### config.mk
export PLATFORM = sky130hd
export DESIGN_NAME = fp_div_24b
export DESIGN_NICKNAME = d
export VERILOG_FILES = /design/src/rtl/fp_div_24b.sv
export SDC_FILE = /design/constraint.sdc
export NUM_CORES = 1
export LEC_CHECK = 0
export ABC_AREA = 1
export CORE_ASPECT_RATIO = 0.75
export CORE_MARGIN = 4
export CORE_UTILIZATION = 35
export CTS_CLUSTER_DIAMETER = 200
export DETAILED_ROUTE_END_ITERATION = 12
export PLACE_DENSITY = 0.53
export SYNTH_ARGS = -nofsm -noshare
export SYNTH_HDL_FRONTEND = slang
export SYNTH_SLANG_ARGS = --single-unit
export TNS_END_PERCENT = 100
### constraint.sdc
create_clock -name clk -period 3.2 [get_ports clk]
set_input_delay 0.32 -clock clk [delete_from_list [all_inputs] [get_ports clk]]
set_output_delay 0.32 -clock clk [all_outputs]
set_load 0.01 [all_outputs]
### src/rtl/fp_div_24b.sv
// fp_div_24b -- iterative floating-point divider, r = a / b.
//
// Word format: sign | ES-bit exponent (bias 2**(ES-1)-1) | M = N-1-ES mantissa.
// exp==0 is zero (subnormals flush), exp==all-ones is inf (mant==0) or NaN.
// A restoring divider retires one quotient bit per cycle. The result is
// available M+5 cycles after acceptance on the normal path. Special operands
// skip the divider and complete straight from IDLE.
//
// Ports:
//   clk, rst_n          clock, synchronous active-low reset
//   in_valid/in_ready   operand handshake (a = dividend, b = divisor)
//   out_valid/out_ready result handshake (r, flags)
//   flags               {invalid, div_by_zero, overflow, underflow}
//
// Build option: define FP_DIV_RNE_EN for round-to-nearest-even.
// Without it the quotient is truncated toward zero.
module fp_div_24b #(
    parameter int N  = 24,
    parameter int ES = 6
) (
    input  logic         clk,
    input  logic         rst_n,
    input  logic         in_valid,
    output logic         in_ready,
    input  logic [N-1:0] a,
    input  logic [N-1:0] b,
    output logic         out_valid,
    input  logic         out_ready,
    output logic [N-1:0] r,
    output logic [3:0]   flags
);
    localparam int M  = N - 1 - ES;
    localparam int QW = M + 3;              // int + M frac + guard + round
    localparam int CW = $clog2(QW);
    localparam logic signed [ES+1:0] BIAS_S  = (ES+2)'(2**(ES-1) - 1);
    localparam logic signed [ES+1:0] EXP_MAX = (ES+2)'(2**ES - 1);

    typedef enum logic [1:0] {IDLE, DIV, NORM, DONE} state_t;

    state_t                 state_q, state_d;
    logic [CW-1:0]          cnt_q, cnt_d;
    logic [M+1:0]           rem_q, rem_d;   // one bit wider than the divisor
    logic [M:0]             div_q, div_d;
    logic [QW-1:0]          q_q, q_d;
    logic signed [ES+1:0]   exp_q, exp_d;
    logic                   sign_q, sign_d;
    logic                   ph_q, ph_d;     // NORM: 0 = normalise, 1 = round/pack
    logic [N-1:0]           r_q, r_d;
    logic [3:0]             flags_q, flags_d;

    // Operand classification (only meaningful while IDLE)
    logic [ES-1:0] ea, eb;
    logic [M-1:0]  ma, mb;
    logic          sres, a_zero, b_zero, a_inf, b_inf, a_nan, b_nan, special;

    assign ea     = a[N-2:M];
    assign eb     = b[N-2:M];
    assign ma     = a[M-1:0];
    assign mb     = b[M-1:0];
    assign sres   = a[N-1] ^ b[N-1];
    assign a_zero = (ea == '0);
    assign b_zero = (eb == '0);
    assign a_inf  = (ea == '1) && (ma == '0);
    assign b_inf  = (eb == '1) && (mb == '0);
    assign a_nan  = (ea == '1) && (ma != '0);
    assign b_nan  = (eb == '1) && (mb != '0);
    assign special = a_zero | b_zero | (ea == '1) | (eb == '1);

    // State register
    always_ff @(posedge clk) begin
        if (!rst_n) begin
            state_q <= IDLE;
            cnt_q   <= '0;
            rem_q   <= '0;
            div_q   <= '0;
            q_q     <= '0;
            exp_q   <= '0;
            sign_q  <= 1'b0;
            ph_q    <= 1'b0;
            r_q     <= '0;
            flags_q <= '0;
        end else begin
            state_q <= state_d;
            cnt_q   <= cnt_d;
            rem_q   <= rem_d;
            div_q   <= div_d;
            q_q     <= q_d;
            exp_q   <= exp_d;
            sign_q  <= sign_d;
            ph_q    <= ph_d;
            r_q     <= r_d;
            flags_q <= flags_d;
        end
    end

    // Next-state logic
    always_comb begin
        state_d = state_q;
        case (state_q)
            IDLE: if (in_valid) state_d = special ? DONE : DIV;
            DIV:  if (cnt_q == CW'(QW - 1)) state_d = NORM;
            NORM: if (ph_q) state_d = DONE;
            DONE: if (out_ready) state_d = IDLE;
            default: state_d = IDLE;
        endcase
    end

    // Datapath
    logic                 ge;
    logic [M+1:0]         rem_sub;
    logic                 inc;
    logic [M+1:0]         mant_r;           // {carry, hidden, frac}
    logic signed [ES+1:0] exp_f;
`ifdef FP_DIV_RNE_EN
    logic                 guard, rnd, sticky, lsb;
`endif

    always_comb begin
        cnt_d   = cnt_q;
        rem_d   = rem_q;
        div_d   = div_q;
        q_d     = q_q;
        exp_d   = exp_q;
        sign_d  = sign_q;
        ph_d    = ph_q;
        r_d     = r_q;
        flags_d = flags_q;

        ge      = (rem_q >= {1'b0, div_q});
        rem_sub = ge ? (rem_q - {1'b0, div_q}) : rem_q;

`ifdef FP_DIV_RNE_EN
        lsb    = q_q[2];
        guard  = q_q[1];
        rnd    = q_q[0];
        sticky = |rem_q;
        inc    = guard & (rnd | sticky | lsb);
`else
        inc    = 1'b0;
`endif
        mant_r = {1'b0, q_q[QW-1:2]} + (M+2)'(inc);
        // A rounding carry-out leaves the fraction bits at zero, so only the
        // exponent needs bumping.
        exp_f  = exp_q + (ES+2)'(mant_r[M+1]);

        case (state_q)
            IDLE: if (in_valid) begin
                if (a_nan || b_nan || (a_zero && b_zero) || (a_inf && b_inf)) begin
                    r_d     = {1'b0, {ES{1'b1}}, 1'b1, {(M-1){1'b0}}};
                    flags_d = 4'b1000;
                end else if (b_zero) begin
                    r_d     = {sres, {ES{1'b1}}, {M{1'b0}}};
                    flags_d = 4'b0100;
                end else if (a_zero || b_inf) begin
                    r_d     = {sres, {(N-1){1'b0}}};
                    flags_d = 4'b0000;
                end else if (a_inf) begin
                    r_d     = {sres, {ES{1'b1}}, {M{1'b0}}};
                    flags_d = 4'b0000;
                end else begin
                    sign_d = sres;
                    exp_d  = $signed({2'b00, ea}) - $signed({2'b00, eb}) + BIAS_S;
                    rem_d  = {2'b01, ma};
                    div_d  = {1'b1, mb};
                    q_d    = '0;
                    cnt_d  = '0;
                    ph_d   = 1'b0;
                end
            end
            DIV: begin
                q_d   = {q_q[QW-2:0], ge};
                rem_d = rem_sub << 1;
                cnt_d = cnt_q + CW'(1);
            end
            NORM: begin
                if (!ph_q) begin
                    // Quotient of two [1,2) mantissas lies in (0.5,2)
                    if (!q_q[QW-1]) begin
                        q_d   = q_q << 1;
                        exp_d = exp_q - (ES+2)'(1);
                    end
                    ph_d = 1'b1;
                end else begin
                    ph_d = 1'b0;
                    if (exp_f >= EXP_MAX) begin
                        r_d     = {sign_q, {ES{1'b1}}, {M{1'b0}}};
                        flags_d = 4'b0010;
                    end else if (exp_f <= $signed((ES+2)'(0))) begin
                        r_d     = {sign_q, {(N-1){1'b0}}};
                        flags_d = 4'b0001;
                    end else begin
                        r_d     = {sign_q, exp_f[ES-1:0], mant_r[M-1:0]};
                        flags_d = 4'b0000;
                    end
                end
            end
            default: ;
        endcase
    end

    // Outputs
    always_comb begin
        in_ready  = (state_q == IDLE);
        out_valid = (state_q == DONE);
        r         = r_q;
        flags     = flags_q;
    end
endmodule

; After elaboration in Yosys (flattened, before gate mapping)
; Cells that the tools add are included.
[totals]
ff_bits = 102
latch_bits = 0
ram_bits = 0
rom_bits = 0
output_inout_bits = 30
wordCells = 132
mem_count = 0
[op_classes]
addsub = 5
n_mul = 0
div = 0
order_cmp = 3
n_eq_ne = 17
shifts = 0
muxes = 60
bitwise_logic = 8
n_reduce_logical = 28
[ops]
columns = operator, count
row1 = 2-to-1 mux 24 bit, 6
row2 = 2-to-1 mux 20 bit, 7
row3 = 2-to-1 mux 19 bit, 5
row4 = case mux 20 bit (3 select lines), 1
row5 = 2-to-1 mux 8 bit, 7
row6 = case mux 24 bit (2 select lines), 1
row7 = 2-to-1 mux 23 bit, 2
row8 = case mux 19 bit (2 select lines), 1
row9 = zero test 17 bit, 2
row10 = nonzero test 17 bit, 2
row11 = 2-to-1 mux 5 bit, 5
row12 = 2-to-1 mux 4 bit, 6
row13 = >= comparator 19 x 18 -> 1 bit, 1
row14 = 2-to-1 mux 18 bit, 1
row15 = != test 2 bit (second input constant), 9
row16 = AND reduction 6 bit, 3
row17 = subtractor 18 bit, 1
row18 = case mux 8 bit (2 select lines), 1
row19 = AND reduction 8 bit, 2
row20 = equality test 6 bit (second input constant), 2
row21 = zero test 6 bit, 2
row22 = 2-to-1 mux 2 bit, 6
row23 = case mux 5 bit (2 select lines), 1
row24 = adder 7 x 6 -> 8 bit (second input constant), 1
row25 = other kinds (24), 46

; Depth between registers and ports, before layout
[logic_depth]
word_depth = 8
mapped_depth = 15
ltp_nobuf = 15

; Least setup slack after synthesis
; No wires, ideal clock.
[synth_timing]
kind = in2reg
start = input a[17]
end = register exp_q[6]
setup_ns = 0.114
t_arrival_ns = 1.894
setup_slack_ns = 1.192
path_stages = 15
n_path_buf = 0
cell_sequence = inv_1 -> ha_1 -> inv_1 -> fa_1 -> inv_1 -> ha_1 -> inv_1 -> nor2_1 -> nand3_1 -> nand2_1 -> nand2_1 -> nand2_1 -> nor2_1 -> nor2_1 -> nor2_2
[synth_between]
elab_chain_cells = 8
word_cells_on_any_way = 22
[synth_lines]
columns = element, line_no
row1 = "start, declared", 25  ; input logic [N-1:0] a,
row2 = subtractor 6 x 6 -> 7 bit, 162  ; exp_d = $signed({2'b00, ea}) - $signed({2'b00, eb}) + BIAS_S;
row3 = adder 7 x 6 -> 8 bit, 162
row4 = 2-to-1 mux 8 bit, 157  ; end else if (a_inf) begin
row5 = 2-to-1 mux 8 bit, 154  ; end else if (a_zero || b_inf) begin
row6 = 2-to-1 mux 8 bit, 151  ; end else if (b_zero) begin
row7 = 2-to-1 mux 8 bit, 148  ; if (a_nan || b_nan || (a_zero && b_zero) || (a_inf && b_inf)) begin
row8 = 2-to-1 mux 8 bit, 147  ; IDLE: if (in_valid) begin
row9 = case mux 8 bit (2 select lines), 146  ; case (state_q)
row10 = "end signal, assigned", 88  ; exp_q <= exp_d;
row11 = "end, declared", 45  ; logic signed [ES+1:0] exp_q, exp_d;
; Parallel ways exist; a longest one is shown, timed or not. The select of a mux whose other input is x is not followed.
; A chain may end at the register's enable or synchronous reset.

; Worst setup path in the final report
[layout_timing]
start = register div_q[10]
end = register rem_q[11]
[layout_between]
elab_chain_cells = 3
word_cells_on_any_way = 4
[layout_lines]
columns = element, line_no
row1 = "start, declared", 43  ; logic [M:0] div_q, div_d;
row2 = "start signal, assigned", 86  ; div_q <= div_d;
row3 = subtractor 18 bit / >= comparator 19 x 18 -> 1 bit (equally long branches), "130, 129"
row4 = 2-to-1 mux 18 bit *, 130  ; rem_sub = ge ? (rem_q - {1'b0, div_q}) : rem_q;
row5 = case mux 19 bit (2 select lines) *, 146
row6 = "end signal, assigned", 85  ; rem_q <= rem_d;
row7 = "end, declared", 42  ; logic [M+1:0] rem_q, rem_d;
; Mark *: on every way between the ends. The rest lies on a longest branch, timed or not.

==> results.py <==
metrics = {
    "outcome": {
        "status": "completed",
    },
    "critical_path": {
        "startpoint_type": "flop",
        "path_depth": 12,
        "r2r-end": "rem_q[11]",
        "reg2reg_depth": 12,
        "r2r_setup_slack_ns": 0.58,
        "reg2reg_from": "div_q[10]",
        "cpMostUsedCell": "nand2_1",
        "critPathCaptureType": "flop",
        "cpPeakStageDelay_ns": 0.35,
        "critPathArrivalTime_ns": 2.87,
        "crit_chain": "inv_1 > ha_1 > nand2_1 > inv_1 > a21oi_1 > nand2_1 > nand2_1 > nand4_2 > buf_4 > or2_2 > nand3_1 > a21oi_1",
        "cpMaxStageDelayCell": "nand4_2",
        "cp.required_ns": 3.45,
        "crit_fanout": 16,
        "critPathKind": "flop to flop",
        "crit_end": "rem_q[11]",
        "worstSetupStartpoint": "div_q[10]",
        "critPathBufInv": 3,
        "cp_top_family": "simple AND/OR/NAND/NOR gates",
    },
    "synth": {
        "yosys_warnings": 0,
        "yosys.cell_types.count": 37,
        "syn_avg_cell_area_sq_um": 6.373,
        "netlist_area_sq_um": 6596,
        "synth_edf_count": 0,
        "synthMostInstantiatedCell": "nand2_1",
        "synth_nets": 1122,
        "synth_area_leaders": "dfxtp_1 (31%), nand2_1 (13%), a21oi_1 (11%)",
        "synthDominantCellAreaShare_pct": 30.96,
        "synthArstFlopShare_pct": 0,
        "yosysTopAreaCell": "dfxtp_1",
        "syn-instance-count": 1035,
        "synth-seq-cells": 102,
        "ys.flop_type": "dfxtp_1",
        "ys_seq_area_share_pct": 30.96,
        "synthTopCellsByCount": "nand2_1 (233), a21oi_1 (139), inv_1 (134)",
    },
    "clocking": {
        "clkLatencyLatePin_ns": 0.36,
        "cts_setup_buffers": 0,
        "cts.sinks": 102,
        "cts_tree": "done",
        "cts_hold_buffers": 0,
        "cts_buffers": 9,
        "post_cts_resized": 0,
        "root_buffer": "clkbuf_16",
        "cts_buffer_depth": 2,
        "cts-htree-levels": 3,
        "clk_pin_slew_ns": 0.08,
    },
    "layout": {
        "antenna_cells": 0,
        "nFillCells": 2046,
        "finalInstanceArea_sq_um": 7905,
        "fin_nets": 1188,
        "area_growth_pct": 19.84,
        "drive_above_1_share_pct": 5.244,
    },
    "route": {
        "drtAntennaViolNets": 0,
        "vias_per_cell": 4.843,
        "drt_iter0_markers": 474,
        "first_pass_iters": 5,
        "num_vias": 6552,
        "drc": 0,
        "wl_per_cell_microns": 13.78,
        "drt_wl_total_microns": 18650,
    },
    "sta": {
        "finalSetupViolCount": 0,
        "finalMaxSlewViolations": 0,
        "rsz0062_at_grt": "false",
        "hold_viol_final": 0,
        "hold_slack_ns": 0.4628,
        "slew_headroom_pct": 45.99,
        "min_period_over_period_pct": 81.74,
        "fin_crit_ns": 2.616,
        "worst_pin_slew_ns": 0.8072,
        "skew_ns": 0.005796,
        "clock.fmax_mhz": 382.3,
        "timing.final.ws_setup_ns": 0.5844,
        "finalSetupTns_ns": 0,
    },
    "die": {
        "start_util_pct": 35.64,
        "core_area_sq_um": 18510,
        "rows": 43,
        "io_pins": 82,
        "die_w_microns": 166.5,
        "dieArea_sq_um": 21130,
        "die_height_microns": 126.9,
    },
    "place": {
        "dp_hpwl_microns": 14030,
        "pre_cts_slack_ns": 0.4055,
        "routabilityCongestion": 0.8586,
        "placed_cell_area_sq_um": 7616,
        "numPortBuffers": 81,
    },
    "global_route": {
        "grt_pass1_vias": 6041,
        "grt_pass1_wl_microns": 31020,
        "globalRoute.totalOverflow": 0,
        "antenna_found_initial": 0,
        "grt_max_degree": 49,
        "grt_usage_pct": 17.73,
    },
    "power": {
        "p_int_mw": 3.766,
        "report.power.total_mw": 7.533,
        "seq_power_share_pct": 23.8,
        "combPwrFrac_pct": 61.7,
        "switchingPower_mw": 3.767,
        "max-vdd-ir-drop_uv": 303.6,
        "clkPwrFrac_pct": 14.5,
        "switching_share_pct": 50.01,
        "powerDensity_nw_per_um2": 952.9,
        "power_leakage_nw": 3.345,
    },
    "hold_path": {
        "min_path_type": "flop to flop",
    },
    "job": {
        "maxCapViolations": 0,
    },
}
==> layout make-up <==
cell class                      instances  area [sq um]  area share (%)
Clock inverter                          7         63.81          0.8072
Clock buffer                            9         225.2           2.849
Sequential cell                       102          2042           25.83
Inverter                              138         518.0           6.553
Tap cell                              247         309.0           3.909
Multi-Input combinational cell        755          3819           48.31
Timing Repair Buffer                   95         928.4           11.74
==> how the worst min path moves through the flow <==
| stage | from | to | cells after the start | slack [ns] |
|---|---|---|---|---|
| 4_1_cts | div_q[6] | div_q[6] | 2 | 0.46 |
| 6_report | q_q[7] | q_q[7] | 2 | 0.46 |
| 3_3_place_gp | div_q[14] | div_q[14] | 2 | 0.45 |
| 3_5_place_dp | q_q[16] | q_q[16] | 2 | 0.45 |
| 5_1_grt | div_q[17] | div_q[17] | 2 | 0.48 |
| 2_1_floorplan | sign_q | sign_q | 2 | 0.42 |
==> worst register-to-register path: stages, from the launching register on <==
cell     delay [ns]
dfxtp_1        0.31
inv_1          0.06
ha_1           0.34
nand2_1        0.13
inv_1          0.05
a21oi_1        0.32
nand2_1        0.10
nand2_1        0.08
nand4_2        0.35
buf_4          0.35
or2_2          0.28
nand3_1        0.08
a21oi_1        0.06
==> sequential cells by signal, summed over array words and instances, names as in the netlist <==
| register | count |
|---|---|
| rem_q | 19 |
| cnt_q | 5 |
| exp_q | 8 |
| ph_q | 1 |
| div_q | 18 |
| flags | 4 |
| q_q | 20 |
| state_q | 2 |
| r | 24 |
| sign_q | 1 |
==> metal layers <==
layer / global-route usage, % / part of all wire, %
met1: 27.82 / 56
met2: 24.99 / 38
met3: 3.427 / 5.2
met4: 3.511 / 0.79
met5: 0 / 0
==> logic make-up (layout without fill, tap and decap cells) <==
kind of cell | after synthesis | count (layout) | synth area share [%]
fa+ha+maj | 35 | 35 | 6.867
xor+xnor | 15 | 15 | 1.992
simple gates | 481 | 481 | 31.43
flops | 102 | 102 | 30.96
compound gates | 224 | 224 | 17.60
buf+inv | 178 | 249 | 11.15
==> cell usage in the layout, fill, tap and decap left out, types with 2 or more instances in the layout <==
cell type        Yosys  routed
clkdlybuf4s50_1      0      81
nor3_2               2       2
o21bai_1             3       3
xor2_1               8       8
nor3_1              10      10
inv_8                0       3
nor2_1             115     115
nand3_1             84      84
o21ai_1              3       3
nand3_2              2       2
o211ai_1             2       2
buf_4                3      13
a31oi_1              4       4
nand2_1            233     233
nand2_4              3       3
fa_1                 2       2
a21oi_1            139     139
nand4_2              2       2
o21ai_0             68      68
clkbuf_16            0       9
nand4_1             11      11
ha_1                33      33
inv_1              134     134
nor2_2               2       2
xnor2_1              7       7
or2_2                9       9
nand3b_1             2       2
inv_2                4       4
o21a_1               3       3
or2_1                3       3
dfxtp_1            102     102
==> power by group through the flow <==
stage | registers (mW) | logic (mW) | clock network (mW)
CTS | 1.79 | 4.63 | 1.13
finish | 1.79 | 4.65 | 1.09
global route | 1.83 | 5.29 | 1.18
global placement | 1.82 | 4.61 | 0
detailed placement | 1.82 | 4.61 | 0
floorplan | 1.78 | 3.46 | 0
==> per-stage QoR <==
stage,cells,util (%)
6_report,1353,42.71
4_1_cts,1353,42.71
2_1_floorplan,1035,-
3_5_place_dp,1337,41.15
3_3_place_gp,1337,41.15
5_1_grt,1353,42.71
No activity file was read; power rests on OpenSTA's default activity.
